===== src/rtl/dice_pkg.sv =====
// Shared constants and helpers for the die-face pixel ROMs.
//   TILE        : die tile edge in pixels
//   PIP_R2      : squared pip radius (boundary inclusive)
//   PIP_LO/MID/HI : pip grid coordinates
//   pip_mask_t  : one bit per pip, bit 0..6 = TL,TR,ML,C,MR,BL,BR
//   face_mask() : active pips for a face value 1..6
//   pip_cx/cy() : centre of pip index 0..6
package dice_pkg;
  localparam int TILE     = 64;
  localparam int PIP_R2   = 25;
  localparam int PIP_LO   = 16;
  localparam int PIP_MID  = 32;
  localparam int PIP_HI   = 48;
  localparam int NUM_PIPS = 7;

  typedef logic [NUM_PIPS-1:0] pip_mask_t;

  function automatic pip_mask_t face_mask(int face);
    pip_mask_t m;
    case (face)
      1:       m = 7'b0001000;  // C
      2:       m = 7'b1000001;  // TL BR
      3:       m = 7'b1001001;  // TL C BR
      4:       m = 7'b1100011;  // TL TR BL BR
      5:       m = 7'b1101011;  // TL TR C BL BR
      6:       m = 7'b1110111;  // TL TR ML MR BL BR
      default: m = '0;
    endcase
    return m;
  endfunction

  function automatic int pip_cx(int idx);
    int c;
    case (idx)
      0, 2, 5: c = PIP_LO;
      3:       c = PIP_MID;
      default: c = PIP_HI;
    endcase
    return c;
  endfunction

  function automatic int pip_cy(int idx);
    int c;
    case (idx)
      0, 1:    c = PIP_LO;
      2, 3, 4: c = PIP_MID;
      default: c = PIP_HI;
    endcase
    return c;
  endfunction
endpackage


===== src/rtl/dice_pip_hit.sv =====
// Combinational disc test: hit=1 when (x,y) lies within radius sqrt(PIP_R2)
// of the pip centre (CX,CY), boundary inclusive.
//   x, y : pixel column / row inside the tile (0..63)
//   hit  : pixel belongs to this pip
module dice_pip_hit
  import dice_pkg::*;
#(
  parameter int CX = PIP_MID,
  parameter int CY = PIP_MID
) (
  input  logic [5:0] x,
  input  logic [5:0] y,
  output logic       hit
);
  logic [6:0]  dx, dy;
  logic [5:0]  adx, ady;
  logic [12:0] adx_w, ady_w, d2;

  // Signed 7-bit offsets; squaring the magnitude keeps the math unsigned.
  assign dx    = {1'b0, x} - 7'(CX);
  assign dy    = {1'b0, y} - 7'(CY);
  assign adx   = dx[6] ? 6'(-dx) : dx[5:0];
  assign ady   = dy[6] ? 6'(-dy) : dy[5:0];
  // Widen before multiplying so 63*63*2 cannot overflow.
  assign adx_w = {7'd0, adx};
  assign ady_w = {7'd0, ady};
  assign d2    = adx_w * adx_w + ady_w * ady_w;
  assign hit   = (d2 <= 13'(PIP_R2));
endmodule


===== src/rtl/dice_face_rom.sv =====
// 1-bit 64x64 die-face image ROM with a single output register.
//   FACE  : face value 1..6 drawn by this instance
//   clk   : pixel clock
//   reset : asynchronous active-low reset, clears q
//   addr  : {ignored, row[5:0], col[5:0]}
//   q     : pixel one cycle after addr; 1 = outline/pip, 0 = die body
module dice_face_rom
  import dice_pkg::*;
#(
  parameter int FACE = 1
) (
  input  logic        clk,
  input  logic        reset,
  input  logic [12:0] addr,
  output logic        q
);
  if (FACE < 1 || FACE > 6) begin : g_bad_face
    $error("dice_face_rom: FACE=%0d outside 1..6", FACE);
  end

  localparam pip_mask_t MASK = face_mask(FACE);

  logic [5:0]          x, y;
  logic [NUM_PIPS-1:0] hit;
  logic                outline;
  logic                q_d, q_q;
  logic                unused_addr_msb;

  assign x = addr[5:0];
  assign y = addr[11:6];
  // Sign bit of the caller's offset; tile addresses alias on it.
  assign unused_addr_msb = addr[12];

  assign outline = (x == 6'd0) || (x == 6'd63) || (y == 6'd0) || (y == 6'd63);

  for (genvar i = 0; i < NUM_PIPS; i++) begin : g_pip
    dice_pip_hit #(
      .CX(pip_cx(i)),
      .CY(pip_cy(i))
    ) u_pip (
      .x  (x),
      .y  (y),
      .hit(hit[i])
    );
  end

  always_comb begin
    q_d = outline;
    for (int i = 0; i < NUM_PIPS; i++) begin
      q_d = q_d | (hit[i] & MASK[i]);
    end
  end

  always_ff @(posedge clk or negedge reset) begin
    if (!reset) q_q <= 1'b0;
    else        q_q <= q_d;
  end

  assign q = q_q;
endmodule


===== config.mk =====
export PLATFORM = sky130hd
export DESIGN_NAME = dice_face_rom
export DESIGN_NICKNAME = d
export VERILOG_FILES = /design/src/rtl/dice_pkg.sv /design/src/rtl/dice_pip_hit.sv /design/src/rtl/dice_face_rom.sv
export SDC_FILE = /design/constraint.sdc
export NUM_CORES = 1
export LEC_CHECK = 0
export BUFFER_PORTS_ARGS = -buffer_cell sky130_fd_sc_hd__buf_4
export CAP_MARGIN = 20
export CELL_PAD_IN_SITES_DETAIL_PLACEMENT = 1
export CELL_PAD_IN_SITES_GLOBAL_PLACEMENT = 1
export CORE_MARGIN = 5
export CORE_UTILIZATION = 50
export DETAILED_ROUTE_END_ITERATION = 6
export GPL_ROUTABILITY_DRIVEN = 0
export PLACE_DENSITY_LB_ADDON = 0.1
export SLEW_MARGIN = 20
export SYNTH_ARGS = -nofsm -noshare
export SYNTH_HDL_FRONTEND = slang
export SYNTH_SLANG_ARGS = --single-unit

===== constraint.sdc =====
create_clock -name clk -period 0.8 [get_ports clk]
set_input_delay 0.12 -clock clk [delete_from_list [all_inputs] [get_ports clk]]
set_output_delay 0.12 -clock clk [all_outputs]
set_load 0.02 [all_outputs]

==> reports/metrics.yaml, run 1 <==
yosys:
  synthTopCellsByArea: "ha_1, fa_1, inv_1"
  synthXorXnorAreaFrac_pct: 9.312
  synth_fa_ha_area_share_pct: 45.23
  synth_commonest_cells: "ha_1, inv_1, nor2_1, fa_1, xnor2_1"
  yosys.cell_types.count: 44
  synth_top_family_by_area: "adder cells"
  synth.most_common_cell: "ha_1"
  synth-compound-area-share_pct: 14.46
  yosys.area_share.simple_pct: 17.99
  ys_seq_area_share_pct: 1.157
  synth_edf_count: 0
  synth_top_area_cell: "ha_1"
  synth_top_area_share_pct: 29.50
  synth_area_um2: 2163
  syn_inst: 271
  yosysWarnings: 0
  synth_ff_type: "dfrtp_1"
  synth_mux_area_share_pct: 4.049
  yosys_register_bits: 1
  async_reset_ff_share_pct: 100.0
  avgSynthCellArea_um2: 7.983
status:
  status: "stopped before the end"
  tool.error: "[ERROR GRT-0232] Routing congestion too high. Check the congestion heatmap in the GUI."
  lastStage: "global routing"
sta:
  crit_endpoint: "q$_DFF_PN0_/D"
  worst_endpoint_kind: "register data pin"
grt:
  grt_start_max_net_pins: 7
  gr-usage-all-layers_pct: 66.58
  grt_overflow: 21
floorplan:
  rows: 24
  die_x_um: 75.78
  start_util_pct: 50.73
  die_h_um: 75.78
  io_pins: 16
place:
  place_ws_ns: -4.881
  portBuffers: 14
  dpl.cell_count: 410
  post-dp-hpwl_mm: 7.044
clocking:
  post_cts_buffers: 0
through the flow:
step	area, um^2	setup TNS [ns]	utilization, %	hold slack [ns]
after floorplan	2318	-4.269	-	-0.1756
after global placement	3014	-4.576	70.69	-0.1020
after CTS	3068	-4.527	71.95	0.4441
after detailed placement	3014	-4.881	70.69	-0.1032
metal layers:
layer | track usage [%] | overflow
met1 | 60.35 | 0
met4 | 72.82 | 13
met5 | 20.37 | 0
met3 | 56.46 | 2
met2 | 82.98 | 6
logic make-up after synthesis:
logic type,count (synthesis)
and+or+nand+nor,83
buffers and inverters,44
xor gates and xnor gates,23
AOI/OAI and AO/OA,43
muxes,8
adders and majority gates,68
other,1
DFF,1
repair_timing:
action,CTS
hold buffers,1
pin swaps,19
hold endpoints to repair,1
endpoints found under the setup margin,1
resized for setup,13
gates cloned,0
==> run 2: changes to the inputs <==
- CELL_PAD_IN_SITES_DETAIL_PLACEMENT: 1 -> not set
- CELL_PAD_IN_SITES_GLOBAL_PLACEMENT: 1 -> not set
- CORE_UTILIZATION: 50 -> 35
- PLACE_DENSITY_LB_ADDON: 0.1 -> 0.15
==> run 2 against run 1 <==
Net effect: the flow now finishes, with violations (negative setup slack); synthesized cell count unchanged; area after synthesis unchanged.
==> reports/metrics.yaml, run 2 <==
sta:
  setup_viol: 1
  finalMaxSlewViolations: 0
  min_period_ns: 5.287
  finalHoldViolCount: 0
  max_freq_ghz: 0.1891
  rsz0062_at_grt: "yes"
  holdWs_ns: 0.4461
  period_share_pct: 660.9
  worst_slack_ns: -4.487
floorplan:
  core-area_um2: 5956
  dieArea_um2: 7854
  start_util_pct: 36.32  # -14 points
  die_x_um: 88.62  # +17%
  die_h_um: 88.62  # +17%
  io_pins: 16  # unchanged
  rows: 28  # +17%
power_and_ir_drop:
  combPwrFrac_pct: 99.2
  irDropWorstVdd_v: 0.002382
  p_leak_nw: 1.701
  power.density_nw_per_um2: 3104
  p_int_mw: 5.362
  seq_power_share_pct: 0.8
  clockPowerShare_pct: 0
  p_sw_share_pct: 45.46
  p_sw_mw: 4.470
yosys:
  synth_top_area_cell: "ha_1"
  synthTopCellsByArea: "ha_1, fa_1, inv_1"
  ys_seq_area_share_pct: 1.157  # unchanged
  avgSynthCellArea_um2: 7.983  # unchanged
  synth_area_um2: 2163  # unchanged
  yosys.cell_types.count: 44  # unchanged
  synth_top_area_share_pct: 29.50  # unchanged
  synth.most_common_cell: "ha_1"
  synth_commonest_cells: "ha_1, inv_1, nor2_1, fa_1, xnor2_1"
  yosysWarnings: 0  # unchanged
  async_reset_ff_share_pct: 100.0  # unchanged
  yosys_register_bits: 1  # unchanged
  synth_edf_count: 0  # unchanged
  synth_ff_type: "dfrtp_1"
  syn_inst: 271  # unchanged
finish:
  n_antenna_cell: 0
  design_area_um2: 3168
  layout_common_cells: "buf_4, ha_1, inv_1"
  synthToLayoutAreaGrowth_pct: 46.44
  post-route-util_pct: 53.19
  largest_reg_flops: 1
  layout.nets: 453
  drive_above_1_share_pct: 36.96
  final_common_cell: "buf_4"
  fill_cells: 621
detailed_routing:
  drt_iter0_markers: 32
  drt_wl_total_mm: 4.573
  vias: 2074
  dr.pass1.iters: 4
  drc: 0
  drtAntennaViolNets: 0
  wl_per_cell_um: 10.32
  drt-vias-per-instance: 4.682
status:
  violations: "negative setup slack"
  status: "finished, violations left"
place:
  post-dp-hpwl_mm: 4.328  # -39%
  postPlaceCellArea_um2: 3095  # +2.7%
  portBuffers: 14  # unchanged
worst_setup_path:
  crit_chain: "buf_6 -> inv_2 -> ha_4 -> nor2b_4 -> a21oi_2 -> xnor2_2 -> nor2_2 -> fa_1 -> inv_1 -> fa_1 -> fa_1 -> inv_2 -> ha_4 -> and3b_1 -> o21a_1 -> o21ai_1 -> or4b_1 -> o211ai_1 -> ha_1 -> a211oi_2 -> o21a_2 -> o311ai_1 -> or4_1 -> o41ai_2"
  cpMaxStageDelayCell: "fa_1"
  startpoint_type: "primary input"
  critPathArrivalTime_ns: 5.17
  worstPathRequired_ns: 0.69
  cp_top_family: "adder cells"
  cpMostUsedCell: "fa_1"
  worst-path-buf-inv: 4
  critPathMaxStageDelay_ns: 0.53
  path_class: "primary input to flop"
  cp-end-kind: "flop"
  path_max_fanout: 3
worst_hold_path:
  hp-class: "primary input to async pin"
grt:
  grt_start_max_net_pins: 7
  gr-usage-all-layers_pct: 12.85
  met1_usage_pct: 17.89
  antenna_found_initial: 0
  grt-busiest-layer: "met2"
  grt_overflow: 0
  globalRouteMet3Util_pct: 0
  grt_pass1_vias: 2059
  use_met2_pct: 23.75
  grt_pass1_wl_mm: 8.459
clocking:
  path_clk_slew_ns: 0
run:
  drv_cap: 0
[run 2: cell counts after synthesis]
Identical to the previous run, type by type.
[run 2: power groups by stage]
stage	Sequential [mW]	Combinational (mW)	Clock [mW]
2_1_floorplan	0.117	6.35	0
3_3_place_gp	0.0832	9.54	0
3_5_place_dp	0.0839	9.69	0
4_1_cts	0.0839	9.83	0
5_1_grt	0.0847	11.0	0
6_report	0.0830	9.75	0
[run 2: cell families after synthesis]
kind of cell               synth area share [%]
and+or+nand+nor                           17.99
adders and majority gates                 45.23
buffers and inverters                     7.634
AOI/OAI and AO/OA                         14.46
xor gates and xnor gates                  9.312
muxes                                     4.048
other                                    0.1733
DFF                                       1.157
[run 2: metal layers]
layer  up-vias  wire, um
met5         -         0
met4         0         0
met3         0        56
met2        15      2271
met1       950      2245
li1       1109         -
[run 2: per-stage QoR]
| step | total power, mW | setup TNS [ns] | setup slack (ns) | std cells |
|---|---|---|---|---|
| CTS | 9.918 | -4.522 | -4.522 | 443 |
| detailed placement | 9.771 | -4.727 | -4.727 | 440 |
| global placement | 9.625 | -4.611 | -4.611 | 440 |
| floorplan | 6.465 | -4.269 | -4.269 | 276 |
| finish | 9.832 | -4.487 | -4.487 | 443 |
| global route | 11.08 | -4.764 | -4.764 | 443 |
[run 2: final timing paths]
kind | end | startpoint | slack, ns | cells past startpoint
worst min-delay path | q | reset | 0.45 | 2
min in group clk | q | q | 0.55 | 1
worst max-delay path | q | addr[1] | -4.49 | 24
max in group asynchronous | q | reset | 0.27 | 2
[run 2: repair_timing]
action / 4_1_cts / 5_1_grt
resized for setup: 7 / 5
hold buffers: 1 / 0
hold endpoints to repair: 1 / 0
gates cloned: 0 / 0
pin swaps: 17 / 0
buffers inserted: 2 / 0
endpoints found under the setup margin: 1 / 1
[run 2: layout make-up]
type	instances	area (um^2)	area share (%)
inverter	40	156.4	4.937
multi-input combinational	231	2158	68.13
sequential	1	25.02	0.7899
tap	75	93.84	2.962
timing repair buffer	96	734.5	23.18
Note: power is estimated with default switching activity, not from simulation.
==> run 3: changes to the inputs <==
- REMOVE_ABC_BUFFERS: not set -> 1
- SYNTH_HIERARCHICAL: not set -> 1
==> run 3 against run 2 <==
Net effect: the run still ends with negative setup slack left; hold slack got worse by 0.0035 ns; global-route usage increased by 1.6 points; synthesized cell count decreased by 9.2%; sequential share of layout area increased by 0.061 points; total power increased by 6.4%; routed wire length increased by 7.7%; critical path type unchanged; die area decreased by 5.9%; critical path depth unchanged; worst setup slack improved by 0.029 ns; area after synthesis decreased by 6.6%.
==> reports/metrics.yaml, run 3 <==
status:
  status: "finished, violations left"
  violations: "negative setup slack"
sta:
  tns_ns: -4.458  # +0.02880 ns
  max_freq_ghz: 0.1902  # +0.55%
  min_period_ns: 5.258  # -0.02880 ns
  period_share_pct: 657.3  # -3.6 points
  holdWs_ns: 0.4426  # -0.003509 ns
  worst_slack_ns: -4.458  # +0.02880 ns
  setup_viol: 1  # unchanged
  rsz0062_at_grt: "yes"
  finalHoldViolCount: 0  # unchanged
  finalMaxSlewViolations: 0  # unchanged
floorplan:
  dieArea_um2: 7393  # -5.9%
  io_pins: 16  # unchanged
  die_h_um: 85.98  # -3.0%
  core-area_um2: 5574  # -6.4%
  rows: 27  # -3.6%
  start_util_pct: 36.25  # -0.072 points
  die_x_um: 85.98  # -3.0%
detailed_routing:
  dr.pass1.iters: 4  # unchanged
  drt_wl_total_mm: 4.924  # +7.7%
  drt-vias-per-instance: 4.464  # -4.7%
  vias: 1790  # -14%
  drtAntennaViolNets: 0  # unchanged
  drt_iter0_markers: 17  # -47%
  wl_per_cell_um: 12.28  # +19%
  drc: 0  # unchanged
yosys:
  ys_seq_area_share_pct: 1.238  # +0.082 points
  synth_fa_ha_area_share_pct: 52.63  # +7.4 points
  avgSynthCellArea_um2: 8.214  # +2.9%
  synth_area_um2: 2021  # -6.6%
  yosys.cell_types.count: 35  # -20%
  yosys_register_bits: 1  # unchanged
  synthTopCellsByArea: "fa_1, ha_1, inv_1"
  synth_commonest_cells: "inv_1, fa_1, ha_1, nor2_1, nand2_1"
  synth-compound-area-share_pct: 6.378  # -8.1 points
  synth.most_common_cell: "inv_1"
  async_reset_ff_share_pct: 100.0  # unchanged
  yosysWarnings: 6  # +6
  yosys.area_share.simple_pct: 17.89  # -0.093 points
  synth_top_area_cell: "fa_1"
  synth_top_area_share_pct: 34.67  # +5.2 points
  synth_top_family_by_area: "adder cells"
  syn_inst: 246  # -9.2%
  synthXorXnorAreaFrac_pct: 6.068  # -3.2 points
  synth_ff_type: "dfrtp_1"
  synth_mux_area_share_pct: 2.601  # -1.4 points
  synth_edf_count: 0  # unchanged
finish:
  layout_common_cells: "buf_4, inv_1, fa_1"
  instances_no_fill: 401  # -9.5%
  n_antenna_cell: 0  # unchanged
  design_area_um2: 2942  # -7.1%
  post-route-util_pct: 52.77  # -0.42 points
  final_common_cell: "buf_4"
  largest_reg_flops: 1  # unchanged
  fill_cells: 552  # -11%
  drive_above_1_share_pct: 37.08  # +0.13 points
  layout.nets: 410  # -9.5%
  multi_input_area_um2: 1952  # -9.6%
  synthToLayoutAreaGrowth_pct: 45.57
  ff_latch_area_um2: 25.02  # unchanged
grt:
  gr-usage-all-layers_pct: 14.45  # +1.6 points
  grt_pass1_wl_mm: 8.735  # +3.3%
  grt_start_max_net_pins: 8  # +1
  grt_overflow: 0  # unchanged
  grt_pass1_vias: 1911  # -7.2%
  antenna_found_initial: 0  # unchanged
worst_setup_path:
  crit_chain: "buf_6 -> buf_4 -> nor2_1 -> a21oi_4 -> xor2_2 -> buf_4 -> inv_1 -> nor2_2 -> buf_4 -> ha_1 -> fa_1 -> inv_1 -> fa_1 -> fa_1 -> fa_1 -> inv_1 -> ha_1 -> and3_2 -> a211oi_2 -> xor2_1 -> nand4b_1 -> nor4_2 -> a21oi_1 -> nand4_1"
  cpMaxStageDelayCell: "fa_1"
  worstPathRequired_ns: 0.73  # +0.04 ns
  cp-end-kind: "flop"
  critPathArrivalTime_ns: 5.19  # +0.02 ns
  path_max_fanout: 4  # +1
  cpMostUsedCell: "fa_1"
  path_class: "primary input to flop"
  critPathMaxStageDelay_ns: 0.54  # about the same
  startpoint_type: "primary input"
place:
  dpl.cell_count: 391  # -11%
  post-dp-hpwl_mm: 4.383  # +1.3%
  place_ws_ns: -5.069  # -0.3421 ns
  postPlaceCellArea_um2: 2648  # -14%
  portBuffers: 14  # unchanged
power_and_ir_drop:
  p_leak_nw: 1.595  # -6.2%
  power.density_nw_per_um2: 3556  # +15%
  total_power_mw: 10.46  # +6.4%
  irDropWorstVdd_v: 0.002139  # -10%
clocking:
  path_clk_slew_ns: 0  # unchanged
run:
  drv_cap: 0  # unchanged
worst_hold_path:
  hp-class: "primary input to async pin"
==> run 3: changes by cell type after synthesis, sizes merged, moves of 4 or more <==
cell    change
nand3       -5
inv        +29
fa         +18
ha         -22
clkbuf      -4
nor2        -9
xnor2       -9
o21ai       -4
==> run 3: how the worst max path moves through the flow <==
stage                  from  to  cells after the start
floorplan           addr[6]   q                     21
global placement    addr[6]   q                     22
detailed placement  addr[6]   q                     22
CTS                 addr[8]   q                     22
global route        addr[7]   q                     23
finish              addr[8]   q                     24
==> run 3: kinds of logic (layout without fill, tap and decap cells) <==
group | Yosys count | after routing
flops | 1 | 1
other cells | 2 | 5
simple gates | 71 | 71
xor+xnor | 14 | 14
fa+ha+maj | 64 | 64
compound gates | 20 | 20
buf+inv | 69 | 149
mux | 5 | 5
==> run 3: critical path, delay by kind of cell <==
kind                     cells  cell delay, ns
XOR/XNOR                     2            0.34
AO/OA/AOI/OAI                3            0.40
buffers and inverters        7            0.68
AND/OR/NAND/NOR              6            1.08
adder cells (fa/ha/maj)      6            2.57
==> run 3: area by class of cell <==
class / instances / area share, %
inverters: 69 / 8.975
flip-flops and latches: 1 / 0.8507
repair buffers: 80 / 20.76
well taps: 72 / 3.063
multi-input cells: 179 / 66.35
==> run 3: per-layer routing <==
metal  GRT usage (%)  share of wire (%)
met5               0                  0
met4          0.4317               0.39
met3          0.2882                2.2
met2           26.91                 51
met1           19.66                 47
==> run 3: report_power, final <==
group | switching (mW) | internal, mW | leakage, nW
sequential | 0.00203 | 0.0615 | 0.0137
combinational | 5.24 | 5.16 | 1.58
clock | 0 | 0 | 0
==> run 3: timing repair <==
action                                  CTS  global route
endpoints found under the hold margin     1             0
endpoints found under the setup margin    1             1
resized for setup                        38            12
hold buffers                              1             0
pin swaps                                32            11
setup buffers                             9             0
